==> config.mk <==
export PLATFORM = sky130hd
export DESIGN_NAME = bcd_conv_sched
export DESIGN_NICKNAME = d
export VERILOG_FILES = /design/src/rtl/bcd_conv_sched_pkg.sv /design/src/rtl/bcd_conv_sched_rr_arbiter.sv /design/src/rtl/bcd_conv_sched.sv
export SDC_FILE = /design/constraint.sdc
export NUM_CORES = 1
export LEC_CHECK = 0
export CORE_ASPECT_RATIO = 1.5
export CORE_MARGIN = 2
export CORE_UTILIZATION = 35
export CTS_BUF_LIST = sky130_fd_sc_hd__clkbuf_8
export CTS_CLUSTER_SIZE = 14
export DETAILED_ROUTE_END_ITERATION = 8
export PLACE_DENSITY_LB_ADDON = 0.1
export SYNTH_ARGS = -nofsm -noshare
export SYNTH_HDL_FRONTEND = slang
export SYNTH_SLANG_ARGS = --single-unit
export TNS_END_PERCENT = 30
==> constraint.sdc <==
create_clock -name clk -period 4.76 [get_ports clk]
set_clock_uncertainty 0.05 [all_clocks]
set_input_delay 0.476 -clock clk [delete_from_list [all_inputs] [get_ports clk]]
set_output_delay 0.476 -clock clk [all_outputs]
set_load 0.02 [all_outputs]
==> src/rtl/bcd_conv_sched_pkg.sv <==
// Shared definitions for the BCD converter scheduler.
//   - state_e         : scheduler FSM state encoding
//   - timeout_cycles  : WAIT-state timeout limit for a given digit count
//   - ch_idx_w        : width of a channel index for a given channel count
package bcd_conv_sched_pkg;

    typedef enum logic [1:0] {
        ST_IDLE  = 2'd0,
        ST_ISSUE = 2'd1,
        ST_WAIT  = 2'd2,
        ST_STORE = 2'd3
    } state_e;

    localparam int TIMEOUT_PER_DIGIT = 3;
    localparam int TIMEOUT_BASE      = 8;

    // Cycles allowed in WAIT before a conversion is declared lost.
    function automatic int timeout_cycles(input int bcd_n);
        return bcd_n * TIMEOUT_PER_DIGIT + TIMEOUT_BASE;
    endfunction

    // Channel index width; never below one bit.
    function automatic int ch_idx_w(input int ch_n);
        return (ch_n > 1) ? $clog2(ch_n) : 1;
    endfunction

endpackage

==> src/rtl/bcd_conv_sched_rr_arbiter.sv <==
// Combinational round-robin arbiter.
//   req   : per-channel request vector
//   ptr   : highest-priority channel for this decision
//   grant : one-hot grant of the first requester at or after ptr
//   idx   : binary index of the granted channel
//   any   : at least one request present
module bcd_conv_sched_rr_arbiter #(
    parameter int CH_N  = 4,
    parameter int IDX_W = 2
) (
    input  logic [CH_N-1:0]  req,
    input  logic [IDX_W-1:0] ptr,
    output logic [CH_N-1:0]  grant,
    output logic [IDX_W-1:0] idx,
    output logic             any
);

    // Scan channels starting at ptr, wrapping, and keep the first hit.
    always_comb begin
        logic [IDX_W-1:0] kk;
        logic             hit;
        grant = '0;
        idx   = '0;
        any   = 1'b0;
        kk    = '0;
        hit   = 1'b0;
        for (int i = 0; i < CH_N; i++) begin
            kk        = IDX_W'((int'(ptr) + i) % CH_N);
            hit       = !any && req[kk];
            grant[kk] = grant[kk] | hit;
            idx       = hit ? kk : idx;
            any       = any | hit;
        end
    end

endmodule

==> src/rtl/bcd_conv_sched.sv <==
// Round-robin scheduler sharing one signed binary-to-BCD converter among
// CH_N requesting channels; each result is latched into a per-channel
// display slot with a one-cycle update pulse.
//
// Ports:
//   clk, reset                  : clock, asynchronous active-high reset
//   req/bin_in/sign_in          : per-channel level request and its operand
//   ack                         : one-cycle pulse, channel request captured
//   conv_start/conv_bin/conv_sign : converter start pulse and held operand
//   conv_ready/conv_done_tick/conv_bcd : converter status and result
//   out_bcd/out_neg/out_valid   : per-channel latched result, sign, valid
//   upd_tick                    : one-cycle pulse when a slot is written
//   err_tick                    : one-cycle pulse on conversion timeout
//
// Optional feature: define BCD_CONV_SCHED_TIMEOUT_EN to enable the WAIT
// timeout; otherwise WAIT waits indefinitely and err_tick is tied low.
module bcd_conv_sched
    import bcd_conv_sched_pkg::*;
#(
    parameter int CH_N  = 4,
    parameter int BCD_N = 4,
    parameter int BIN_N = 14
) (
    input  logic                    clk,
    input  logic                    reset,
    input  logic [CH_N-1:0]         req,
    input  logic [CH_N*BIN_N-1:0]   bin_in,
    input  logic [CH_N-1:0]         sign_in,
    output logic [CH_N-1:0]         ack,
    output logic                    conv_start,
    output logic [BIN_N-1:0]        conv_bin,
    output logic                    conv_sign,
    input  logic                    conv_ready,
    input  logic                    conv_done_tick,
    input  logic [BCD_N*4-1:0]      conv_bcd,
    output logic [CH_N*BCD_N*4-1:0] out_bcd,
    output logic [CH_N-1:0]         out_neg,
    output logic [CH_N-1:0]         out_valid,
    output logic [CH_N-1:0]         upd_tick,
    output logic                    err_tick
);

    localparam int IDX_W = ch_idx_w(CH_N);
    localparam int RES_W = BCD_N * 4;

    state_e                  state_q, state_d;
    logic [IDX_W-1:0]        ptr_q, ptr_d;
    logic [IDX_W-1:0]        ch_q, ch_d;
    logic [BIN_N-1:0]        bin_q, bin_d;
    logic                    sign_q, sign_d;
    logic [RES_W-1:0]        res_q, res_d;
    logic [CH_N-1:0]         ack_q, ack_d;
    logic                    start_q, start_d;
    logic [CH_N*RES_W-1:0]   out_bcd_q, out_bcd_d;
    logic [CH_N-1:0]         out_neg_q, out_neg_d;
    logic [CH_N-1:0]         out_valid_q, out_valid_d;
    logic [CH_N-1:0]         upd_q, upd_d;

`ifdef BCD_CONV_SCHED_TIMEOUT_EN
    localparam int TO_LIM = timeout_cycles(BCD_N);
    localparam int TO_W   = $clog2(TO_LIM);
    logic [TO_W-1:0]         to_cnt_q, to_cnt_d;
    logic                    err_q, err_d;
`endif

    logic [CH_N-1:0]         arb_grant;
    logic [IDX_W-1:0]        arb_idx;
    logic                    arb_any;

    bcd_conv_sched_rr_arbiter #(
        .CH_N  (CH_N),
        .IDX_W (IDX_W)
    ) u_arb (
        .req   (req),
        .ptr   (ptr_q),
        .grant (arb_grant),
        .idx   (arb_idx),
        .any   (arb_any)
    );

    // Next-state and next-output logic for the scheduler FSM.
    always_comb begin
        state_d     = state_q;
        ptr_d       = ptr_q;
        ch_d        = ch_q;
        bin_d       = bin_q;
        sign_d      = sign_q;
        res_d       = res_q;
        ack_d       = '0;
        start_d     = 1'b0;
        out_bcd_d   = out_bcd_q;
        out_neg_d   = out_neg_q;
        out_valid_d = out_valid_q;
        upd_d       = '0;
`ifdef BCD_CONV_SCHED_TIMEOUT_EN
        to_cnt_d    = to_cnt_q;
        err_d       = 1'b0;
`endif
        case (state_q)
            ST_IDLE: begin
                // Operand is sampled in the grant cycle; ack/start follow
                // as registered pulses during ISSUE.
                if (arb_any && conv_ready) begin
                    ch_d    = arb_idx;
                    bin_d   = bin_in[int'(arb_idx)*BIN_N +: BIN_N];
                    sign_d  = sign_in[arb_idx];
                    ack_d   = arb_grant;
                    start_d = 1'b1;
                    state_d = ST_ISSUE;
                end else begin
                    state_d = ST_IDLE;
                end
            end
            ST_ISSUE: begin
                ptr_d   = (ch_q == IDX_W'(CH_N - 1)) ? '0 : ch_q + IDX_W'(1);
                state_d = ST_WAIT;
`ifdef BCD_CONV_SCHED_TIMEOUT_EN
                to_cnt_d = '0;
`endif
            end
            ST_WAIT: begin
                // upd_tick is raised here so it is high during STORE,
                // the cycle whose closing edge writes the slot.
                if (conv_done_tick) begin
                    res_d       = conv_bcd;
                    upd_d[ch_q] = 1'b1;
                    state_d     = ST_STORE;
                end else begin
`ifdef BCD_CONV_SCHED_TIMEOUT_EN
                    if (to_cnt_q == TO_W'(TO_LIM - 1)) begin
                        err_d   = 1'b1;
                        state_d = ST_IDLE;
                    end else begin
                        to_cnt_d = to_cnt_q + TO_W'(1);
                        state_d  = ST_WAIT;
                    end
`else
                    state_d = ST_WAIT;
`endif
                end
            end
            ST_STORE: begin
                out_bcd_d[int'(ch_q)*RES_W +: RES_W] = res_q;
                out_neg_d[ch_q]   = sign_q;
                out_valid_d[ch_q] = 1'b1;
                state_d           = ST_IDLE;
            end
            default: begin
                state_d = ST_IDLE;
            end
        endcase
    end

    // State and output registers with asynchronous reset.
    always_ff @(posedge clk or posedge reset) begin
        if (reset) begin
            state_q     <= ST_IDLE;
            ptr_q       <= '0;
            ch_q        <= '0;
            bin_q       <= '0;
            sign_q      <= 1'b0;
            res_q       <= '0;
            ack_q       <= '0;
            start_q     <= 1'b0;
            out_bcd_q   <= '0;
            out_neg_q   <= '0;
            out_valid_q <= '0;
            upd_q       <= '0;
        end else begin
            state_q     <= state_d;
            ptr_q       <= ptr_d;
            ch_q        <= ch_d;
            bin_q       <= bin_d;
            sign_q      <= sign_d;
            res_q       <= res_d;
            ack_q       <= ack_d;
            start_q     <= start_d;
            out_bcd_q   <= out_bcd_d;
            out_neg_q   <= out_neg_d;
            out_valid_q <= out_valid_d;
            upd_q       <= upd_d;
        end
    end

`ifdef BCD_CONV_SCHED_TIMEOUT_EN
    // Timeout counter and error pulse registers.
    always_ff @(posedge clk or posedge reset) begin
        if (reset) begin
            to_cnt_q <= '0;
            err_q    <= 1'b0;
        end else begin
            to_cnt_q <= to_cnt_d;
            err_q    <= err_d;
        end
    end
    assign err_tick = err_q;
`else
    assign err_tick = 1'b0;
`endif

    assign ack        = ack_q;
    assign conv_start = start_q;
    assign conv_bin   = bin_q;
    assign conv_sign  = sign_q;
    assign out_bcd    = out_bcd_q;
    assign out_neg    = out_neg_q;
    assign out_valid  = out_valid_q;
    assign upd_tick   = upd_q;

endmodule

==> impl_results.md, run 1 <==
- Share of post-route cells with drive strength above 1: about an eighth
- Peak Freq: roughly 270 MHz
- Critical Path AT: just under 4 ns
- Worst slew pin tran: roughly 0.94 ns
- Multi-input logic area: between 2000 and 2500 sq um
- H-tree level count: 4
- Largest net degree at the start of global routing: 56
- Die area: about 17000 sq um
- Yosys reg bits: roughly 120
- Largest cells by area after synthesis: dfrtp_1 53%, a22o_1 10%, mux2i_1 7.1%
- CTS tree: yes
- Reg area: approximately 3000 sq um
- Drt initial violations: 230
- First-pass DRT Iterations: 4
- GR Util met2: 34.30%
- Syn_nets: 535
- Routed vias/inst: between 5 and 6
- Vias in the first global route: ~4500
- Max stage delay on crit path: 0.71 ns
- GRT met3 Usage: under 10%
- Final period utilization: between 70% and 80%
- Mapped Area: between 5000 and 6000 sq um
- Worst-path fanout max: 20
- Later-pin clock latency in the skew report: 0.43 ns
- Post-DRT Antenna Nets: 0
- Sink Count: about 120
- Final net count: around 700
- DRC: 0
- Clock slew at reported path FFs: 0.08 ns
- Initial antenna violation count: 0
- Status: finished clean
- Power Dens Cells: 694.9 nW/um^2
- Detailed placer's ending HPWL: about 11000 um
- Power share of the clock group: a little under a fifth
- Grt total ovfl: 0
- Crit. End Element: flop
- Sequential fraction of the synthesis area: approximately 53%
- Gr usage total: 19.29%
- PostCTS Resize Cnt: 0
- Yosys top cell by area: dfrtp_1
- Setup bufs post-CTS: 0
- Final Hold Viols: 0
- Placer Congestion: roughly 0.76
- Critical Path RT: slightly above 5 ns
- Die Span X: between 100 and 150 um
- Main synth FF type: dfrtp_1
- Leak: about 3.5 nW
- DR WL/cell: roughly 19 um
- N_diodes: 0
- Mapped Cells: roughly 430
- IO Count: roughly 180
- Min cycle time layout: 3.651 ns
- Hold Path Class: flop to flop
- RSZ-0062 raised after global routing: no
- WL final: about 16000 um
- Syn-to-layout area delta: 42.66%
- Number of synthesized flops with an enable pin: 0
- Combinational group share of total power: roughly 50%
- Hold WS: 0.4188 ns
- Final setup viols: 0
- Number of max-cap violations: 0
- Pre-CTS WS: roughly 1.1 ns
- Mapped Avg Cell Area: roughly 13 sq um
- Worst setup margin: roughly 1.1 ns
- DIE HEIGHT: roughly 160 um
- Post-synth cell types: 50
- Startpoint Class: flop
- Synth Warn #: 0
- CTS Buffer Depth: 2
- CP cell instances: inv_1, ha_1, mux2i_1, a32oi_1, nor2_1, a31oi_1, o211ai_1, buf_4, or2_1, o221ai_1
- Area fraction of the dominant cell type after synthesis: between 50% and 60%
- Clock Tree Root: clkbuf_8
- Dpl cell area: between 7000 and 8000 sq um
- Fill count: roughly 1400
- Async set-reset flop share out of synthesis: between 90% and 100%
- Slowest-stage cell, CP: ha_1
- IO Port Bufs: between 150 and 200
- Fin util: about half
- Flop pwr share: 31.5%
- Rel. slew slack: 37.20%
- Std cell rows: 56
- Core Box Area: roughly 16000 sq um
- Via count: between 4000 and 5000
- Switching Fraction: between 30% and 40%
- Most Used Layer, Global Route: met2
- Setup TNS: 0 ns
- Met1 Use GR: a little over a fifth
- CTS buffer count: 17
- Internal cell power: between 3 and 4 mW
- Post-route cell area: about 8000 sq um
- Initial Util: 35.58%
- Net Sw Power: 2.186 mW
- Max IR drop VDD: 0.3010 mV
- Cts hold-fix bufs: 0
- Critical path class: flop to flop
- First-pass GRT wire length: about 25000 um
- Final Max Tran Viols: 0
[registers in the layout, summed over array words and instances, names as in the netlist]
signal / flops
ack: 4
state_q: 2
out_neg: 4
conv_bin: 14
out_valid: 4
res_q: 16
out_bcd: 64
conv_sign: 1
upd_tick: 4
conv_start: 1
ptr_q: 2
ch_q: 2
[area by class of cell]
| cell class | instances | share of cell area (%) |
|---|---|---|
| Timing Repair Buffer | 188 | 23.55 |
| Sequential cell | 118 | 37.40 |
| Clock buffer | 18 | 3.138 |
| Inverter | 11 | 0.5547 |
| Tap cell | 203 | 3.217 |
| Clock inverter | 14 | 2.409 |
| Multi-Input combinational cell | 274 | 29.73 |
[worst max-delay path: cells and delay by family, from the launching register on]
kind | cells | cell delay [ns]
AOI/OAI and AO/OA | 4 | 1.09
DFF | 1 | 0.52
buffers and inverters | 2 | 0.41
muxes | 1 | 0.21
adders and majority gates | 1 | 0.71
and+or+nand+nor | 2 | 0.53
[power groups by stage]
stage | Clock (mW) | Sequential, mW | Combinational (mW)
floorplan | 0 | 2.07 | 1.44
global placement | 0 | 1.73 | 2.73
detailed placement | 0 | 1.74 | 2.77
CTS | 1.04 | 1.73 | 2.78
global route | 1.08 | 1.79 | 2.96
finish | 1.01 | 1.73 | 2.75
[logic make-up (layout without fill, tap and decap cells)]
family | after synthesis | in the layout | synth area share [%]
AO/OA/AOI/OAI | 117 | 117 | 17.36
adder cells (fa/ha/maj) | 17 | 17 | 3.843
buffers and inverters | 42 | 231 | 4.997
flip-flops | 118 | 118 | 53.36
multiplexers | 67 | 67 | 13.90
other | 1 | 1 | 0.06776
AND/OR/NAND/NOR | 72 | 72 | 6.467
[metal layers]
metal  wire length, um  up-vias
met5                 0        -
met4               164        0
met3              1339       16
met2              8370      175
met1              6199     2181
li1                  -     1986
[cell usage in the layout (no fill, tap or decap), types with 2 or more instances in the layout]
master / netlist / layout
a211o_1: 2 / 2
a21oi_1: 6 / 6
a221oi_1: 3 / 3
a22o_1: 64 / 64
a31oi_1: 4 / 4
and3_1: 4 / 4
buf_4: 4 / 9
bufinv_16: 0 / 3
clkbuf_8: 5 / 18
clkdlybuf4s50_1: 0 / 179
clkinv_4: 0 / 4
dfrtp_1: 118 / 118
ha_1: 17 / 17
inv_1: 11 / 10
inv_6: 0 / 4
inv_8: 0 / 2
mux2_2: 22 / 22
mux2i_1: 39 / 39
mux4_2: 4 / 4
nand2_1: 35 / 35
nand2b_1: 4 / 4
nand3_1: 4 / 4
nor2_1: 7 / 7
nor2b_1: 5 / 5
nor4_2: 0 / 3
o211ai_1: 2 / 2
o21ai_0: 6 / 6
o221ai_1: 16 / 15
o22ai_1: 3 / 3
o31ai_1: 2 / 2
[through the flow]
step                      std cells  power, mW
after floorplan                 434      3.506
after global placement          794      4.464
after detailed placement        794      4.512
after CTS                       826      5.542
after global routing            826      5.824
final                           826      5.486
[cell usage after synthesis (all sizes together) (5+ instances only)]
cell,instances
nand2,35
ha,17
nor2b,5
mux2,23
a22o,64
o221ai,16
inv,11
dfrtp,118
buf,14
nor2,7
mux2i,39
a21oi,7
mux4,5
o21ai,7
clkbuf,17
[final timing paths]
kind / from / endpoint / slack [ns] / cells after the start
hold / removal: out_valid[2]$_DFFE_PP0P_ / out_valid[2]$_DFFE_PP0P_ / 0.42 / 1
min in group asynchronous: reset / out_bcd[17]$_DFFE_PP0P_ / 0.46 / 2
setup reg to reg: ptr_q[1]$_DFFE_PP0N_ / conv_bin[8]$_DFFE_PP0P_ / 1.11 / 10
setup / recovery: ptr_q[1]$_DFFE_PP0N_ / conv_bin[8]$_DFFE_PP0P_ / 1.11 / 10
hold reg to reg: out_valid[2]$_DFFE_PP0P_ / out_valid[2]$_DFFE_PP0P_ / 0.42 / 1
max in group asynchronous: reset / out_bcd[27]$_DFFE_PP0P_ / 3.26 / 3
Note: power is estimated with default switching activity, not from simulation.
==> run 2, diff against run 1 <==
==> constraint.sdc (replaced) <==
create_clock -name clk -period 3.6 [get_ports clk]
set_clock_uncertainty 0.05 [all_clocks]
set_input_delay 0.36 -clock clk [delete_from_list [all_inputs] [get_ports clk]]
set_output_delay 0.36 -clock clk [all_outputs]
set_load 0.02 [all_outputs]
==> run 2 against run 1 <==
Via count is 0.53% lower. Non-clock buffer count is 4 higher. Combinational power is 36% higher. Sequential share of layout area hardly changed. Wire length is 0.58% higher. Final cell count is 0.48% higher. Global-route usage is 0.10 points higher. Setup slack worse by 0.85 ns. Register-to-register slack worse by 0.85 ns. Critical path depth stayed put. Power is 31% higher. Largest cell class unchanged. Largest power group unchanged. Highest routed layer unchanged.
==> impl_results.md, run 2 (synthesized netlist as in run 1, its figures left out) <==
- Largest net degree at the start of global routing: between 60 and 70
- Detailed placer's ending HPWL: ~11000 um
- Critical Path RT: 3.85 ns
- GRT met3 Usage: under 10%
- Final net count: roughly 720
- Peak Freq: roughly 300 MHz
- Status: finished clean
- Sink Count: between 100 and 150
- Worst slew pin tran: approximately 0.9 ns
- Via count: approximately 4300
- Hold Path Class: primary input to async pin
- RSZ-0062 raised after global routing: no
- Max IR drop VDD: ~0.38 mV
- GR Util met2: around a third
- Final period utilization: 92.83%
- Slowest-stage cell, CP: mux4_2
- Startpoint Class: flop
- Core Box Area: 15550 sq um
- H-tree level count: 4
- Syn-to-layout area delta: 42.57%
- Clock slew at reported path FFs: 0.09 ns
- Final Hold Viols: 0
- Initial antenna violation count: 0
- DR WL/cell: about 19 um
- Clock Tree Root: clkbuf_8
- N_diodes: 0
- Drt initial violations: a little over 200
- Std cell rows: 56
- Post-DRT Antenna Nets: 0
- CTS Buffer Depth: 2
- Grt total ovfl: 0
- Worst path top cell family by delay: multiplexers
- Commonest cells after routing, fill and taps aside: 179 x clkdlybuf4s50_1, 118 x dfrtp_1, 64 x a22o_1
- First-pass DRT Iterations: 4
- Max reg flops: between 60 and 70
- Hold WS: around 0.35 ns
- CP cell instances: inv_1, ha_1, mux4_2, mux2_4, a221oi_2, a22oi_1, o211ai_2, o211ai_1, a21oi_2, mux2i_1
- Met1 Use GR: 21.51%
- Vias in the first global route: 4684
- DRC: 0
- Placer Congestion: between 0.8 and 0.9
- Worst-path fanout max: 10
- Later-pin clock latency in the skew report: 0.43 ns
- Share of post-route cells with drive strength above 1: 13.40%
- IO Count: approximately 180
- Leak: ~3.5 nW
- CTS buffer count: 17
- Number of max-cap violations: 0
- Gr usage total: between 15 and 20%
- Critical path class: flop to flop
- Most common cell after layout, fill and taps aside: clkdlybuf4s50_1
- CP bufs+invs: 1
- Critical Path AT: ~3.6 ns
- Die area: 16850 sq um
- WL final: roughly 16000 um
- DIE HEIGHT: between 150 and 200 um
- First-pass GRT wire length: 25220 um
- Final Max Tran Viols: 0
- Max stage delay on crit path: 0.61 ns
- Most Used Layer, Global Route: met2
- Power Dens Cells: 909.6 nW/um^2
- Fill count: between 1000 and 1500
- Crit. End Element: flop
- Rel. slew slack: 39.12%
- IO Port Bufs: 179
- Routed vias/inst: approximately 5.2
- Initial Util: roughly 36%
- Final setup viols: 0
- Die Span X: ~110 um
- Setup slack, reg-to-reg: approximately 0.26 ns
- Setup TNS: 0 ns
- Min cycle time layout: 3.342 ns
- CTS tree: yes
## run 2: cell types whose count changed in the layout (fill, tap and decap cells not counted), sizes merged
cell | before | now
inv | 17 | 21
clkinv | 4 | 2
clkinvlp | 1 | 2
buf | 9 | 13
bufinv | 3 | 0
## run 2: final timing paths
kind,from,depth (start not counted),endpoint
worst max-delay path,ptr_q[1]$_DFFE_PP0N_,10,ack[0]$_DFF_PP0_
worst min-delay path,reset,2,out_bcd[20]$_DFFE_PP0P_
worst max register to register,ptr_q[1]$_DFFE_PP0N_,10,ack[0]$_DFF_PP0_
worst min register to register,out_valid[3]$_DFFE_PP0P_,1,out_valid[3]$_DFFE_PP0P_
max in group asynchronous,reset,3,out_valid[0]$_DFFE_PP0P_
min in group clk,out_valid[3]$_DFFE_PP0P_,1,out_valid[3]$_DFFE_PP0P_
## run 2: cell type report
class                           instances  area, sq um  area share (%)
Inverter                               11        43.79          0.5550
Clock buffer                           18        247.7           3.140
Sequential cell                       118         2953           37.42
Multi-Input combinational cell        274         2347           29.75
Tap cell                              203        254.0           3.219
Timing Repair Buffer                  192         1914           24.26
Clock inverter                         14        130.1           1.649
## run 2: metal layers
metal	routed length, um	share of wire (%)
met1	6195	38
met2	8531	53
met3	1093	6.8
met4	346	2.1
met5	0	0
## run 2: power breakdown
group | switching (mW) | internal, mW
registers | 0.423 | 1.86
logic | 1.89 | 1.84
clock network | 0.629 | 0.527
total | 2.94 | 4.23
## run 2: metrics by stage
step                      setup slack [ns]  power, mW  instance area [sq um]  cells  utilization [%]
after floorplan                    0.06088      4.636                   5534    434                -
after global routing               0.05773      7.638                   7890    830            50.72
after detailed placement            0.2957      6.066                   7512    798            48.29
final                               0.2580      7.177                   7890    830            50.72
after global placement              0.4022      6.002                   7512    798            48.29
after CTS                           0.2961      7.262                   7890    830            50.72
## run 2: what timing repair did
action	CTS	global route
buffers inserted	0	0
resized for setup	0	1
setup endpoints to repair	0	1
hold buffers	0	0
==> run 3, diff against run 2 <==
==> constraint.sdc (replaced) <==
create_clock -name clk -period 3.6 [get_ports clk]
set_clock_uncertainty 0.05 [all_clocks]
set_input_delay 0.72 -clock clk [delete_from_list [all_inputs] [get_ports clk]]
set_output_delay 0.72 -clock clk [all_outputs]
set_load 0.02 [all_outputs]
==> run 3 against run 2 <==
Count of clock-buffer cells in the layout is the same. Via count grew 0.37%. Sequential cell count is the same. Hold slack gained 0.069 ns.
==> impl_results.md, run 3 (synthesized netlist as in run 1, its figures left out) <==
- WL final: 15750 um
- Worst slew pin tran: between 0.9 and 1 ns
- Worst-path fanout max: 9
- Peak Freq: approximately 300 MHz
- Reg-to-reg endpoint: ack[1]$_DFF_PP0_
- Hold Path Class: flop to flop
- Fill count: 1414
- Post-route cell area: about 8000 sq um
- DRC: 0
- Combinational group share of total power: 50.6%
- Setup TNS: 0 ns
- Slowest-stage cell, CP: mux4_2
- Cell mode on critical path: mux2i_1
- Rel. slew slack: 34.75%
- Final Max Tran Viols: 0
- Later-pin clock latency in the skew report: about 0.42 ns
- Final Hold Viols: 0
- Final setup viols: 0
- Switching Fraction: between 30% and 40%
- First-pass DRT Iterations: 4
- Power share of the clock group: a little under a fifth
- Post-DRT Antenna Nets: 0
- Multi-input logic area: 2350 sq um
- CP cell instances: inv_1, ha_2, mux4_2, mux2_4, a221oi_1, mux2i_1, nand2_1, o211ai_1, a21oi_2, mux2i_1
- CTS tree: yes
- DIE HEIGHT: 158.0 um
- Critical path class: flop to flop
- Clock Tree Root: clkbuf_8
- Internal cell power: ~4.5 mW
- Setup crit start: ptr_q[1]$_DFFE_PP0N_
- Std cell rows: 56
- Leak: between 3 and 4 nW
- First-pass GRT wire length: 24710 um
- M1 WL: between 6000 and 7000 um
- RSZ-0062 raised after global routing: no
- Net Sw Power: 2.844 mW
- Final period utilization: between 90% and 100%
- CTS Buffer Depth: 2
- N_diodes: 0
- CP Capture Point: ack[1]$_DFF_PP0_
- PostCTS Resize Cnt: 0
- Reg2Reg Launch Point: ptr_q[1]$_DFFE_PP0N_
- Met2 WL post-DR: between 8000 and 9000 um
- Crit. End Element: flop
- Max IR drop VDD: 0.4432 mV
- Critical Path AT: roughly 3.6 ns
- Sink Count: 118
- Flop pwr share: 30.9%
- Critical Path RT: 3.84 ns
- Clock slew at reported path FFs: 0.07 ns
- Commonest cells after routing, fill and taps aside: 179 x clkdlybuf4s50_1, 118 x dfrtp_1, 64 x a22o_1
- DR WL/cell: 18.95 um
- Dpl cell area: between 7000 and 8000 sq um
- Placer Congestion: between 0.8 and 0.9
- Hold WS: approximately 0.42 ns
- Gr usage total: between 10% and 20%
- Status: finished clean
- Power Dens Cells: between 900 and 1000 nW/um^2
- Reg2reg path depth: 10
- Vias in the first global route: 4603
- Initial antenna violation count: 0
- Power consumption: around 7.4 mW
- IO Port Bufs: roughly 180
- Setup slack, reg-to-reg: 0.29 ns
- Core Box Area: around 16000 sq um
- Min cycle time layout: roughly 3.3 ns
- Layout Cells excl Fill: ~830
- Startpoint Class: flop
- IO Count: between 150 and 200
- Final net count: 718
- Setup bufs post-CTS: 0
- CTS buffer count: 17
- Largest net degree at the start of global routing: around 120
- Via count: around 4400
- Die area: 16850 sq um
- Met3 WL: 1112 um
- Syn-to-layout area delta: 44.36%
- Routed vias/inst: around 5.2
- Initial Util: ~36%
- Most common cell after layout, fill and taps aside: clkdlybuf4s50_1
- Cts hold-fix bufs: 0
- Number of max-cap violations: 0
- Max stage delay on crit path: around 0.60 ns
- Share of post-route cells with drive strength above 1: roughly 14%
- Max reg flops: 64
- Die Span X: between 100 and 150 um
- DP Cell Count: 801
- DR top layer: met4
- Reg area: 2953 sq um
- Grt total ovfl: 0
- Detailed placer's ending HPWL: between 10000 and 15000 um
- H-tree level count: 4
- Drt initial violations: around 150
-- run 3: cell types whose count changed in the layout (fill, tap and decap cells not counted), sizes merged --
cell,change
clkinv,+3
inv,-10
bufinv,+5
buf,+3
-- run 3: through the flow --
| step | setup WS, ns | utilization [%] |
|---|---|---|
| 2_1_floorplan | 0.6679 | - |
| 3_3_place_gp | 0.2598 | 48.45 |
| 3_5_place_dp | 0.1291 | 48.45 |
| 4_1_cts | 0.2790 | 51.34 |
| 5_1_grt | 0.07824 | 51.36 |
| 6_report | 0.2881 | 51.36 |
-- run 3: layout make-up --
class | instances | share of cell area, %
Multi-Input combinational cell | 274 | 29.41
Sequential cell | 118 | 36.96
Tap cell | 203 | 3.179
Clock buffer | 18 | 3.101
Clock inverter | 12 | 2.537
Timing Repair Buffer | 195 | 24.24
Inverter | 11 | 0.5638
-- run 3: power groups by stage --
stage,clock [mW],combinational [mW],sequential (mW)
final,1.37,3.74,2.29
after global routing,1.46,4.03,2.35
after CTS,1.41,3.77,2.29
after detailed placement,0,3.76,2.30
after global placement,0,3.71,2.29
after floorplan,0,1.90,2.73
-- run 3: worst max-delay path, delay by kind of cell (launching register included) --
| family | cells | cell delay (ns) |
|---|---|---|
| adders and majority gates | 1 | 0.49 |
| and+or+nand+nor | 1 | 0.09 |
| buffers and inverters | 1 | 0.17 |
| muxes | 4 | 1.17 |
| AOI/OAI and AO/OA | 3 | 0.66 |
| DFF | 1 | 0.56 |
-- run 3: worst min path at each step --
| stage | endpoint | from | depth (start not counted) |
|---|---|---|---|
| CTS | out_valid[3]$_DFFE_PP0P_ | out_valid[3]$_DFFE_PP0P_ | 1 |
| finish | out_valid[3]$_DFFE_PP0P_ | out_valid[3]$_DFFE_PP0P_ | 1 |
| floorplan | out_bcd[10]$_DFFE_PP0P_ | res_q[10]$_DFFE_PP0P_ | 1 |
| detailed placement | out_valid[3]$_DFFE_PP0P_ | out_valid[3]$_DFFE_PP0P_ | 1 |
| global placement | out_valid[3]$_DFFE_PP0P_ | out_valid[3]$_DFFE_PP0P_ | 1 |
| global route | out_valid[2]$_DFFE_PP0P_ | out_valid[2]$_DFFE_PP0P_ | 1 |
-- run 3: routing by layer --
metal  up-vias  global-route usage [%]
li1       1994                       -
met1      2192                   21.98
met3        15                   6.093
met2       150                   33.21
met5         -                       0
met4         0                   5.009
